==> config.mk <==
export PLATFORM = sky130hd
export DESIGN_NAME = seq_nonrestoring_divider
export DESIGN_NICKNAME = d
export VERILOG_FILES = /design/src/rtl/seq_nonrestoring_divider.sv
export SDC_FILE = /design/constraint.sdc
export NUM_CORES = 1
export LEC_CHECK = 0
export ABC_AREA = 1
export ABC_CLOCK_PERIOD_IN_PS = 6000
export CAP_MARGIN = 40
export CORE_UTILIZATION = 35
export DETAILED_ROUTE_END_ITERATION = 6
export PLACE_DENSITY_LB_ADDON = 0.12
export SLEW_MARGIN = 20
export SYNTH_ARGS = -nofsm -noshare
export SYNTH_HDL_FRONTEND = slang
export SYNTH_SLANG_ARGS = --single-unit
==> constraint.sdc <==
create_clock -name i_clk -period 6 [get_ports i_clk]
set_input_delay 1.8 -clock i_clk [delete_from_list [all_inputs] [get_ports i_clk]]
set_output_delay 1.8 -clock i_clk [all_outputs]
set_load 0.01 [all_outputs]
==> src/rtl/seq_nonrestoring_divider.sv <==
// Iterative non-restoring divider: one quotient bit per clock, valid/ready on both sides.
// Define DIV_SIGNED_EN for two's-complement operands (truncating division).
module seq_nonrestoring_divider #(
    parameter  int W     = 8,
    localparam int CNT_W = $clog2(W + 1)
) (
    input  logic         i_clk,
    input  logic         i_rst,
    input  logic         i_valid,
    output logic         o_ready,
    input  logic [W-1:0] i_dividend,
    input  logic [W-1:0] i_divisor,
    output logic         o_valid,
    input  logic         i_ready,
    output logic [W-1:0] o_quotient,
    output logic [W-1:0] o_remainder,
    output logic         o_dbz
);

    typedef enum logic [1:0] {S_IDLE, S_CALC, S_FIX, S_DONE} state_t;

    state_t         state_q;
    logic [W:0]     p_q;
    logic [W-1:0]   quo_q;
    logic [W-1:0]   den_q;
    logic [W-1:0]   dvd_q;
    logic [CNT_W-1:0] cnt_q;
    logic           dbz_q;

    logic [W:0]     p_shl, den_ext, p_d;
    logic [W-1:0]   rem_fix, q_res, r_res;
    logic [W-1:0]   dvd_in, dvs_in;

`ifdef DIV_SIGNED_EN
    logic neg_quo_q, neg_rem_q;
`endif

    // Operand magnitudes fed into the unsigned core
    always_comb begin
        dvd_in = i_dividend;
        dvs_in = i_divisor;
`ifdef DIV_SIGNED_EN
        if (i_dividend[W-1]) dvd_in = ~i_dividend + W'(1);
        if (i_divisor[W-1])  dvs_in = ~i_divisor + W'(1);
`endif
    end

    always_comb begin
        p_shl   = {p_q[W-1:0], quo_q[W-1]};
        den_ext = {1'b0, den_q};
        p_d     = p_q[W] ? (p_shl + den_ext) : (p_shl - den_ext);
        // Final remainder lies in [0,D), so W-bit modular add is exact
        rem_fix = p_q[W] ? (p_q[W-1:0] + den_q) : p_q[W-1:0];
        q_res   = quo_q;
        r_res   = rem_fix;
`ifdef DIV_SIGNED_EN
        if (neg_quo_q) q_res = ~quo_q + W'(1);
        if (neg_rem_q) r_res = ~rem_fix + W'(1);
`endif
        if (dbz_q) begin
            q_res = '1;
            r_res = dvd_q;
        end
    end

    always_ff @(posedge i_clk) begin
        if (i_rst) begin
            state_q     <= S_IDLE;
            p_q         <= '0;
            quo_q       <= '0;
            den_q       <= '0;
            dvd_q       <= '0;
            cnt_q       <= '0;
            dbz_q       <= 1'b0;
            o_ready     <= 1'b1;
            o_valid     <= 1'b0;
            o_quotient  <= '0;
            o_remainder <= '0;
            o_dbz       <= 1'b0;
`ifdef DIV_SIGNED_EN
            neg_quo_q   <= 1'b0;
            neg_rem_q   <= 1'b0;
`endif
        end else begin
            case (state_q)
                S_IDLE: begin
                    if (i_valid && o_ready) begin
                        quo_q   <= dvd_in;
                        den_q   <= dvs_in;
                        dvd_q   <= i_dividend;
                        p_q     <= '0;
                        cnt_q   <= CNT_W'(W);
                        dbz_q   <= (i_divisor == '0);
                        o_ready <= 1'b0;
                        state_q <= S_CALC;
`ifdef DIV_SIGNED_EN
                        neg_quo_q <= i_dividend[W-1] ^ i_divisor[W-1];
                        neg_rem_q <= i_dividend[W-1];
`endif
                    end
                end
                S_CALC: begin
                    p_q   <= p_d;
                    quo_q <= {quo_q[W-2:0], ~p_d[W]};
                    cnt_q <= cnt_q - CNT_W'(1);
                    if (cnt_q == CNT_W'(1)) state_q <= S_FIX;
                end
                S_FIX: begin
                    o_quotient  <= q_res;
                    o_remainder <= r_res;
                    o_dbz       <= dbz_q;
                    o_valid     <= 1'b1;
                    state_q     <= S_DONE;
                end
                S_DONE: begin
                    if (i_ready) begin
                        o_valid <= 1'b0;
                        o_ready <= 1'b1;
                        state_q <= S_IDLE;
                    end
                end
                default: state_q <= S_IDLE;
            endcase
        end
    end

endmodule

==> qor.yml, run 1 <==
clk_path_buf_depth: 2
status: "finished clean"
dr.pass1.iters: 4
pre_cts_ws_ps: 2390
fill_cells: 920
cts-root-buf: "clkbuf_8"
route.vias.total: 2990
leakagePower_nw: 1.62
postCtsSetupRepairBufs: 0
clkPwrFrac_pct: 18.8
hold_violations: 0
drive_gt1_share_pct: 6.82
required_ps: 6280
fin_nets: 523
cts_hold_buffers: 0
pwr-share-seq_pct: 31.8
grt_max_degree: 38
cts_resized: 0
ios: 39
relSlewSlack_pct: 56.8
cap_viol_max_count: 0
cellPowerDensity_nw_per_um2: 518
ys_top_cells_by_area: "dfxtp_1, a21oi_1, nand2_1"
wirelength_mm: 8.21
slew_violations: 0
io_buffers: 38
finalSetupViolations: 0
p_int_mw: 1.12
place.gp.congestion: 0.774
die_area_um2: 9750
setup_slack_ps: 2760
path_max_fanout: 23
clk_pin_slew_worst_paths_ps: 70
synth_top_area_share_pct: 36.0
cp-end-kind: "register"
die_w_um: 98.8
syn_area_um2: 3280
rsz0062_at_grt: "false"
finClkSkew_ps: 11.2
grt_usage_pct: 18.0
grt_pass1_wl_mm: 13.8
hold_class: "reg2reg"
synth-seq-cells: 59
htreeDepth: 3
vdd_ir_drop_max_v: 0.000277
p_comb_share_pct: 49.5
clk_latency_ps: 350
drt_iter0_markers: 124
wire_per_inst_um: 13.9
yosysWarnings: 0
synth_cells: 446
clock-sinks: 59
cts_tree: "yes"
cp_data_arrival_time_ps: 3520
worst_pin_slew_ps: 648
antenna_found_initial: 0
dieHeight_um: 98.8
synthToLayoutAreaGrowth_pct: 19.8
gr-total-overflow: 0
p_sw_mw: 0.914
syn_area_per_cell_um2: 7.35
viasPerCell: 5.05
grt_pass1_vias: 2843
drc: 0
ys_seq_area_share_pct: 36.0
finalCriticalPeriod_ps: 3240
switching_share_pct: 45.0
dp_hpwl_mm: 6.25
detail-route-antenna-nets: 0
rows: 34
diodes: 0
syn_nets: 490
core_um2: 8890
cts_buffers: 9
synth_top_cell_by_area: "dfxtp_1"
cp-start-kind: "primary input"
ys_types: 39
crit_type: "in2reg"
period_share_pct: 54.0
timing.fmax_mhz: 308
initial_core_util_pct: 36.9
final.setup.tns_ps: 0
critical path, stage by stage:
cell and delay [ps]:
clkdlybuf4s50_1 650, buf_6 280, inv_1 320, buf_8 230, o21ai_0 110, a21oi_1 120
synth_stat cells (all sizes together):
| cell type | number |
|---|---|
| o221a | 4 |
| o22ai | 1 |
| nor3 | 3 |
| nor2 | 36 |
| nand3 | 22 |
| a21oi | 58 |
| nand2 | 76 |
| o21a | 1 |
| inv | 55 |
| nand4 | 1 |
| o311ai | 1 |
| a211oi | 3 |
| xnor2 | 2 |
| dfxtp | 59 |
| o21bai | 1 |
| nor4 | 1 |
| nand3b | 2 |
| a21o | 1 |
| xor2 | 10 |
| o21ai | 56 |
| a31oi | 9 |
| clkbuf | 10 |
| ha | 22 |
| a21boi | 1 |
| or2 | 1 |
| buf | 8 |
| fa | 2 |
metrics by stage:
stage	utilization, %	instance area, um2	power [mW]	hold WS, ps	std cells
2_1_floorplan	-	3280	1.39	424	446
4_1_cts	44.1	3930	2.05	453	592
3_5_place_dp	41.8	3720	1.66	442	576
5_1_grt	44.1	3930	2.23	475	592
6_report	44.1	3930	2.03	453	592
3_3_place_gp	41.5	3690	1.64	433	574
state kept, by name, indices dropped and copies added, names as in the netlist:
signal,count
p_q,9
den_q,8
dvd_q,8
o_quotient,8
o_remainder,8
quo_q,8
cnt_q,4
state_q,2
dbz_q,1
o_dbz,1
o_ready,1
o_valid,1
layout by cell type, fill, tap and decap left out, drive strengths merged, types with 2 or more instances in the layout:
cell type | Yosys | layout
nor2 | 36 | 36
nor3 | 3 | 3
inv | 55 | 59
o21ai | 56 | 56
a211oi | 3 | 3
nand3 | 22 | 22
nand3b | 2 | 2
xor2 | 10 | 10
clkdlybuf4s50 | 0 | 38
a31oi | 9 | 9
fa | 2 | 2
a21oi | 58 | 58
buf | 8 | 2
clkbuf | 10 | 9
o221a | 4 | 4
dfxtp | 59 | 59
ha | 22 | 22
xnor2 | 2 | 2
nand2 | 76 | 76
area by class of cell:
| cell class | instances | area [um2] | share of cell area (%) |
|---|---|---|---|
| clock buffers | 9 | 124 | 3.16 |
| flip-flops and latches | 59 | 1180 | 30.1 |
| multi-input cells | 314 | 1790 | 45.6 |
| inverters | 55 | 209 | 5.32 |
| well taps | 108 | 135 | 3.44 |
| repair buffers | 40 | 407 | 10.4 |
| clock inverters | 7 | 81.3 | 2.07 |
routing by layer:
layer | wire length [um] | global-route usage, % | vias up
li1 | - | - | 1554
met4 | 106 | 6.66 | 0
met5 | 0 | 0 | -
met3 | 363 | 3.76 | 8
met2 | 3660 | 27.8 | 66
met1 | 4080 | 24.7 | 1362
power by group through the flow:
stage	registers, mW	logic [mW]	clock network [mW]
floorplan	0.623	0.770	0
detailed placement	0.653	1.00	0
CTS	0.646	1.01	0.391
global placement	0.655	0.990	0
global route	0.665	1.16	0.410
finish	0.645	1.01	0.381
final timing paths:
check                start        to  slack (ps)  depth (start not counted)
setup / recovery     i_rst  den_q[5]        2760                          6
hold / removal    dvd_q[2]  dvd_q[2]         450                          2
setup reg to reg    p_q[8]  quo_q[0]        3230                         12
hold reg to reg   dvd_q[2]  dvd_q[2]         450                          2
logic make-up (layout without fill, tap and decap cells):
kind of cell / Yosys count / count (layout) / synth area share (%)
compound gates: 136 / 136 / 23.2
xor+xnor: 12 / 12 / 3.21
fa+ha+maj: 24 / 24 / 9.62
buf+inv: 73 / 111 / 9.39
flops: 59 / 59 / 36.0
simple gates: 142 / 142 / 18.6
(Power assumes the default switching activity.)
==> run 2: changes to the inputs <==
--- a/config.mk
+++ b/config.mk
@@ -6,7 +6,7 @@
 export NUM_CORES = 1
 export LEC_CHECK = 0
 export ABC_AREA = 1
-export ABC_CLOCK_PERIOD_IN_PS = 6000
+export ABC_CLOCK_PERIOD_IN_PS = 2950
 export CAP_MARGIN = 40
 export CORE_UTILIZATION = 35
 export DETAILED_ROUTE_END_ITERATION = 6
==> constraint.sdc (replaced) <==
create_clock -name i_clk -period 2.95 [get_ports i_clk]
set_input_delay 0.885 -clock i_clk [delete_from_list [all_inputs] [get_ports i_clk]]
set_output_delay 0.885 -clock i_clk [all_outputs]
set_load 0.01 [all_outputs]
==> qor.yml, run 2 (synthesis results as in run 1) <==
reg2reg_from: "den_q[2]"  # was p_q[8]
drt_iter0_markers: 108  # was 124
finalSetupViolations: 0  # unchanged
core_um2: 8890  # unchanged
worst_pin_slew_ps: 426  # was 648 ps
m1WireLength_mm: 4.46  # was 4.08 mm
cts_hold_buffers: 0  # unchanged
cp-start-kind: "register"  # was primary input
finClkSkew_ps: 12.7  # was 11.2 ps
worstSetupEndpoint: "quo_q[0]"  # was den_q[5]
cts_resized: 0  # unchanged
grt_pass1_wl_mm: 14.9  # was 13.8 mm
fin_nets: 528  # was 523
wl_met2_mm: 3.98  # was 3.66 mm
layout_common_cells: "nand2_1, dfxtp_1, a21oi_1"  # unchanged
clk_path_buf_depth: 2  # unchanged
slew_violations: 0  # unchanged
seqCellArea_um2: 1180  # unchanged
clock-sinks: 59  # unchanged
period_share_pct: 78.0
ff2ff_path_depth: 14  # was 12
switching_share_pct: 44.4  # was 45.0%
drc: 0  # unchanged
hold_class: "reg2reg"  # unchanged
cts_buffers: 9  # unchanged
p_comb_share_pct: 49.7  # was 49.5%
dr.pass1.iters: 4  # unchanged
cap_viol_max_count: 0  # unchanged
dp_hpwl_mm: 6.64  # was 6.25 mm
met3WireLength_um: 238  # was 363 um
postCtsSetupRepairBufs: 0  # unchanged
route.vias.total: 3035  # was 2990
final_common_cell: "nand2_1"  # unchanged
wire_per_inst_um: 14.9  # was 13.9 um
vdd_ir_drop_max_v: 0.000417  # was 0.000277 V
cp-end-kind: "register"  # unchanged
clkPwrFrac_pct: 19.9  # was 18.8%
r2r_setup_slack_ps: 650  # was 3230 ps
relSlewSlack_pct: 71.5  # was 56.8%
final.setup.tns_ps: 0  # unchanged
rsz0062_at_grt: "false"  # unchanged
crit_type: "reg2reg"  # was in2reg
io_buffers: 38  # unchanged
crit_start: "den_q[2]"  # was i_rst
diodes: 0  # unchanged
detail-route-antenna-nets: 0  # unchanged
die_area_um2: 9750  # unchanged
worstReg2RegEnd: "quo_q[0]"  # unchanged
timing.fmax_mhz: 435
required_ps: 3230  # was 6280 ps
p_total_mw: 4.29  # was 2.03 mW
status: "finished clean"  # unchanged
ios: 39  # unchanged
hold_violations: 0  # unchanged
grt_max_degree: 35  # was 38
rows: 34  # unchanged
cellPowerDensity_nw_per_um2: 1080  # was 518 nW/um2
dieHeight_um: 98.8  # unchanged
pwr-share-seq_pct: 30.4  # was 31.8%
cts-root-buf: "clkbuf_8"  # unchanged
clk_latency_ps: 350  # about the same
p_int_mw: 2.38  # was 1.12 mW
cp_data_arrival_time_ps: 2580  # was 3520 ps
leakagePower_nw: 1.65  # was 1.62 nW
htreeDepth: 3  # unchanged
p_sw_mw: 1.90  # was 0.914 mW
gr-total-overflow: 0  # unchanged
die_w_um: 98.8  # unchanged
antenna_found_initial: 0  # unchanged
fill_cells: 913  # was 920
synthToLayoutAreaGrowth_pct: 21.5  # was 19.8%
viasPerCell: 5.08  # was 5.05
cts_tree: "yes"  # unchanged
clk_pin_slew_worst_paths_ps: 80  # was 70 ps
top_layer_used: "met4"  # unchanged
wirelength_mm: 8.88  # was 8.21 mm
place.gp.congestion: 0.965  # was 0.774
largest_reg_flops: 9  # unchanged
initial_core_util_pct: 36.9  # unchanged
drive_gt1_share_pct: 7.77  # was 6.82%
multiInputGateArea_um2: 1790  # unchanged
grt_pass1_vias: 2962  # was 2843
path_max_fanout: 6  # was 23
grt_usage_pct: 19.6  # was 18.0%
finalCriticalPeriod_ps: 2300
largest-register: "p_q"  # unchanged
-- run 2: cell types whose count changed in the layout (fill, tap and decap cells not counted), sizes merged --
cell and delta:
buf +5, clkinv +3, inv -3, bufinv +1, clkinvlp -1
-- run 2: metrics by stage --
step	instances	utilization (%)	cell area [um2]	hold WS, ps	worst slack [ps]
floorplan	446	-	3280	424	963
global placement	581	42.3	3760	431	530
detailed placement	581	42.3	3760	436	498
CTS	597	44.8	3980	448	646
global route	597	44.8	3980	465	392
finish	597	44.8	3980	447	649
-- run 2: final cells by class --
cell class | count | share of cell area [%]
multi-input combinational | 314 | 44.9
sequential | 59 | 29.7
timing repair buffer | 45 | 11.2
inverter | 55 | 5.25
tap | 108 | 3.39
clock buffer | 9 | 3.11
clock inverter | 7 | 2.51
-- run 2: per-layer routing --
layer  track usage (%)  vias up
met5                 0        -
met4              8.84        0
met3              2.91       14
met2              31.5       57
met1              26.1     1397
li1                  -     1567
-- run 2: worst min path at each step --
stage,start,endpoint,slack [ps],depth (start not counted)
2_1_floorplan,dvd_q[0],dvd_q[0],420,2
3_3_place_gp,dvd_q[0],dvd_q[0],430,2
3_5_place_dp,dvd_q[2],dvd_q[2],440,2
4_1_cts,dvd_q[0],dvd_q[0],450,2
5_1_grt,dvd_q[0],dvd_q[0],460,2
6_report,dvd_q[3],dvd_q[3],450,2
-- run 2: critical path: stages, from the launching register on --
cell and delay (ps):
dfxtp_1 390, nor3_1 250, nand2_1 100, o21ai_0 210
xor2_1 210, ha_1 320, nand2_1 90, nand2_1 70
a21oi_1 140, nand2_1 80, inv_1 50, nand3_1 70
nand3_1 100, nand2_1 60, a21oi_1 110
-- run 2: power by group through the flow --
| stage | registers, mW | clock network, mW | logic (mW) |
|---|---|---|---|
| floorplan | 1.27 | 0 | 1.57 |
| global placement | 1.32 | 0 | 2.11 |
| detailed placement | 1.32 | 0 | 2.12 |
| CTS | 1.30 | 0.869 | 2.13 |
| global route | 1.34 | 0.899 | 2.43 |
| finish | 1.30 | 0.853 | 2.13 |
==> run 3: changes to the inputs <==
--- a/config.mk
+++ b/config.mk
@@ -6,7 +6,7 @@
 export NUM_CORES = 1
 export LEC_CHECK = 0
 export ABC_AREA = 1
-export ABC_CLOCK_PERIOD_IN_PS = 2950
+export ABC_CLOCK_PERIOD_IN_PS = 2400
 export CAP_MARGIN = 40
 export CORE_UTILIZATION = 35
 export DETAILED_ROUTE_END_ITERATION = 6
==> constraint.sdc (replaced) <==
create_clock -name i_clk -period 2.4 [get_ports i_clk]
set_input_delay 0.72 -clock i_clk [delete_from_list [all_inputs] [get_ports i_clk]]
set_output_delay 0.72 -clock i_clk [all_outputs]
set_load 0.01 [all_outputs]
==> qor.yml, run 3 (synthesis results as in run 1) <==
cts-root-buf: "clkbuf_8"  # unchanged
cp-end-kind: "register"  # unchanged
finalSetupViolations: 0  # unchanged
wire_per_inst_um: 14.4  # was 14.9 um
timing.fmax_mhz: 449  # was 435 MHz
die_w_um: 98.8  # unchanged
cpPeakStageDelay_ps: 370  # was 390 ps
synthToLayoutAreaGrowth_pct: 22.9  # was 21.5%
io_buffers: 38  # unchanged
rows: 34  # unchanged
hold_violations: 0  # unchanged
required_ps: 2670  # was 3230 ps
cts_buffers: 9  # unchanged
setup_slack_ps: 175  # was 649 ps
hold_class: "reg2reg"  # unchanged
place.gp.congestion: 0.836  # was 0.965
critPathTopFamily: "adder cells"  # was simple AND/OR/NAND/NOR gates
period_share_pct: 92.7  # was 78.0%
clk_path_buf_depth: 2  # unchanged
cp_cell_sequence: "inv_2 -> ha_2 -> nand2_1 -> nor2_1 -> nor2_1 -> xor2_1 -> ha_4 -> a21oi_1 -> o21a_1 -> nand2_1 -> xor2_1 -> nand2_1 -> a21oi_1"  # was nor3_1 -> nand2_1 -> o21ai_0 -> xor2_1 -> ha_1 -> nand2_1 -> nand2_1 -> a21oi_1 -> nand2_1 -> inv_1 -> nand3_1 -> nand3_1 -> nand2_1 -> a21oi_1
rsz0062_at_grt: "false"  # unchanged
p_int_mw: 2.87  # was 2.38 mW
cp_data_arrival_time_ps: 2490  # was 2580 ps
layout_common_cells: "nand2_1, a21oi_1, dfxtp_1"  # was nand2_1, dfxtp_1, a21oi_1
detail-route-antenna-nets: 0  # unchanged
dieHeight_um: 98.8  # unchanged
clkPwrFrac_pct: 15.6  # was 19.9%
worst_pin_slew_ps: 429  # was 426 ps
vdd_ir_drop_max_v: 0.000609  # was 0.000417 V
grt_max_degree: 23  # was 35
p_sw_mw: 2.34  # was 1.90 mW
cts_hold_buffers: 0  # unchanged
crit_type: "reg2reg"  # unchanged
leakagePower_nw: 1.67  # was 1.65 nW
fin_nets: 536  # was 528
die_area_um2: 9750  # unchanged
status: "finished clean"  # unchanged
clk_pin_slew_worst_paths_ps: 70  # was 80 ps
grt_pass1_vias: 3006  # was 2962
drt_iter0_markers: 105  # was 108
path_max_fanout: 7  # was 6
cts_tree: "yes"  # unchanged
cellPowerDensity_nw_per_um2: 1290  # was 1080 nW/um2
crit_buf_inv: 1  # unchanged
fill_cells: 931  # was 913
slew_violations: 0  # unchanged
largest_reg_flops: 9  # unchanged
cap_viol_max_count: 0  # unchanged
dr.pass1.iters: 4  # unchanged
diodes: 0  # unchanged
ios: 39  # unchanged
finalCriticalPeriod_ps: 2220  # was 2300 ps
initial_core_util_pct: 36.9  # unchanged
pwr-share-seq_pct: 30.4  # about the same
largest-register: "p_q"  # unchanged
drive_gt1_share_pct: 11.1  # was 7.77%
clock-sinks: 59  # unchanged
dp_hpwl_mm: 6.54  # was 6.64 mm
finClkSkew_ps: 11.8  # was 12.7 ps
final_common_cell: "nand2_1"  # unchanged
wirelength_mm: 8.74  # was 8.88 mm
cpMostUsedCell: "nand2_1"  # unchanged
grt_usage_pct: 19.8  # was 19.6%
p_comb_share_pct: 53.9  # was 49.7%
slowest_stage: "dfxtp_4"  # was dfxtp_1
clk_latency_ps: 350  # about the same
antenna_found_initial: 0  # unchanged
relSlewSlack_pct: 71.1  # was 71.5%
grt_pass1_wl_mm: 15.1  # was 14.9 mm
core_um2: 8890  # unchanged
viasPerCell: 5.00  # was 5.08
final.setup.tns_ps: 0  # unchanged
cp-start-kind: "register"  # unchanged
switching_share_pct: 44.9  # was 44.4%
gr-total-overflow: 0  # unchanged
htreeDepth: 3  # unchanged
pre_cts_ws_ps: 114  # was 498 ps
route.vias.total: 3027  # was 3035
drc: 0  # unchanged
-- run 3: cell types whose count changed in the layout (fill, tap and decap cells not counted), moves of 2 or more --
cell       change
ha_1           -2
dfxtp_1        -2
o21ai_0        -2
buf_4          +9
bufinv_16      -2
o21ai_1        +2
dfxtp_4        +2
-- run 3: stage by stage --
step	hold WS, ps	util (%)	std cells	instance area (um2)	total power, mW
after floorplan	424	-	446	3280	3.48
after global placement	430	42.6	587	3790	4.20
after detailed placement	435	42.6	587	3790	4.23
after CTS	446	44.6	603	3970	5.08
after global routing	467	45.3	605	4030	5.73
final	445	45.3	605	4030	5.21
-- run 3: path summary, 6_finish.rpt --
path / cells past startpoint / endpoint / slack, ps / startpoint
min reg2reg: 2 / dvd_q[3] / 440 / dvd_q[3]
min: 2 / dvd_q[3] / 440 / dvd_q[3]
max reg2reg: 13 / p_q[7] / 180 / den_q[1]
max: 13 / p_q[7] / 180 / den_q[1]
-- run 3: area by class of cell --
type / count / area, um2 / area share (%)
Clock inverter: 7 / 52.6 / 1.31
Tap cell: 108 / 135 / 3.36
Clock buffer: 9 / 124 / 3.08
Sequential cell: 59 / 1190 / 29.5
Timing Repair Buffer: 53 / 493 / 12.2
Multi-Input combinational cell: 314 / 1820 / 45.3
Inverter: 55 / 209 / 5.19
-- run 3: per-layer routing --
metal,vias to the layer above,global-route usage [%],routed length (um)
li1,1578,-,-
met1,1390,26.4,4270
met2,48,31.9,4040
met3,11,4.33,290
met4,0,6.08,136
met5,-,0,0
-- run 3: worst register-to-register path: cells and delay by family (launching register included) --
| family | cells | cell delay (ps) |
|---|---|---|
| AND/OR/NAND/NOR | 5 | 400 |
| buffers and inverters | 1 | 100 |
| adder cells (fa/ha/maj) | 2 | 480 |
| AO/OA/AOI/OAI | 3 | 450 |
| XOR/XNOR | 2 | 380 |
| flip-flops | 1 | 370 |
-- run 3: power by group through the flow --
stage          sequential, mW  clock (mW)  combinational, mW
3_5_place_dp             1.58           0               2.65
4_1_cts                  1.57       0.848               2.66
2_1_floorplan            1.56           0               1.93
5_1_grt                  1.63       0.888               3.21
3_3_place_gp             1.58           0               2.62
6_report                 1.58       0.814               2.81
-- run 3: timing repair --
item,CTS,global route
buffers inserted,0,2
endpoints found under the hold margin,0,0
resized for setup,0,15
endpoints found under the setup margin,0,5
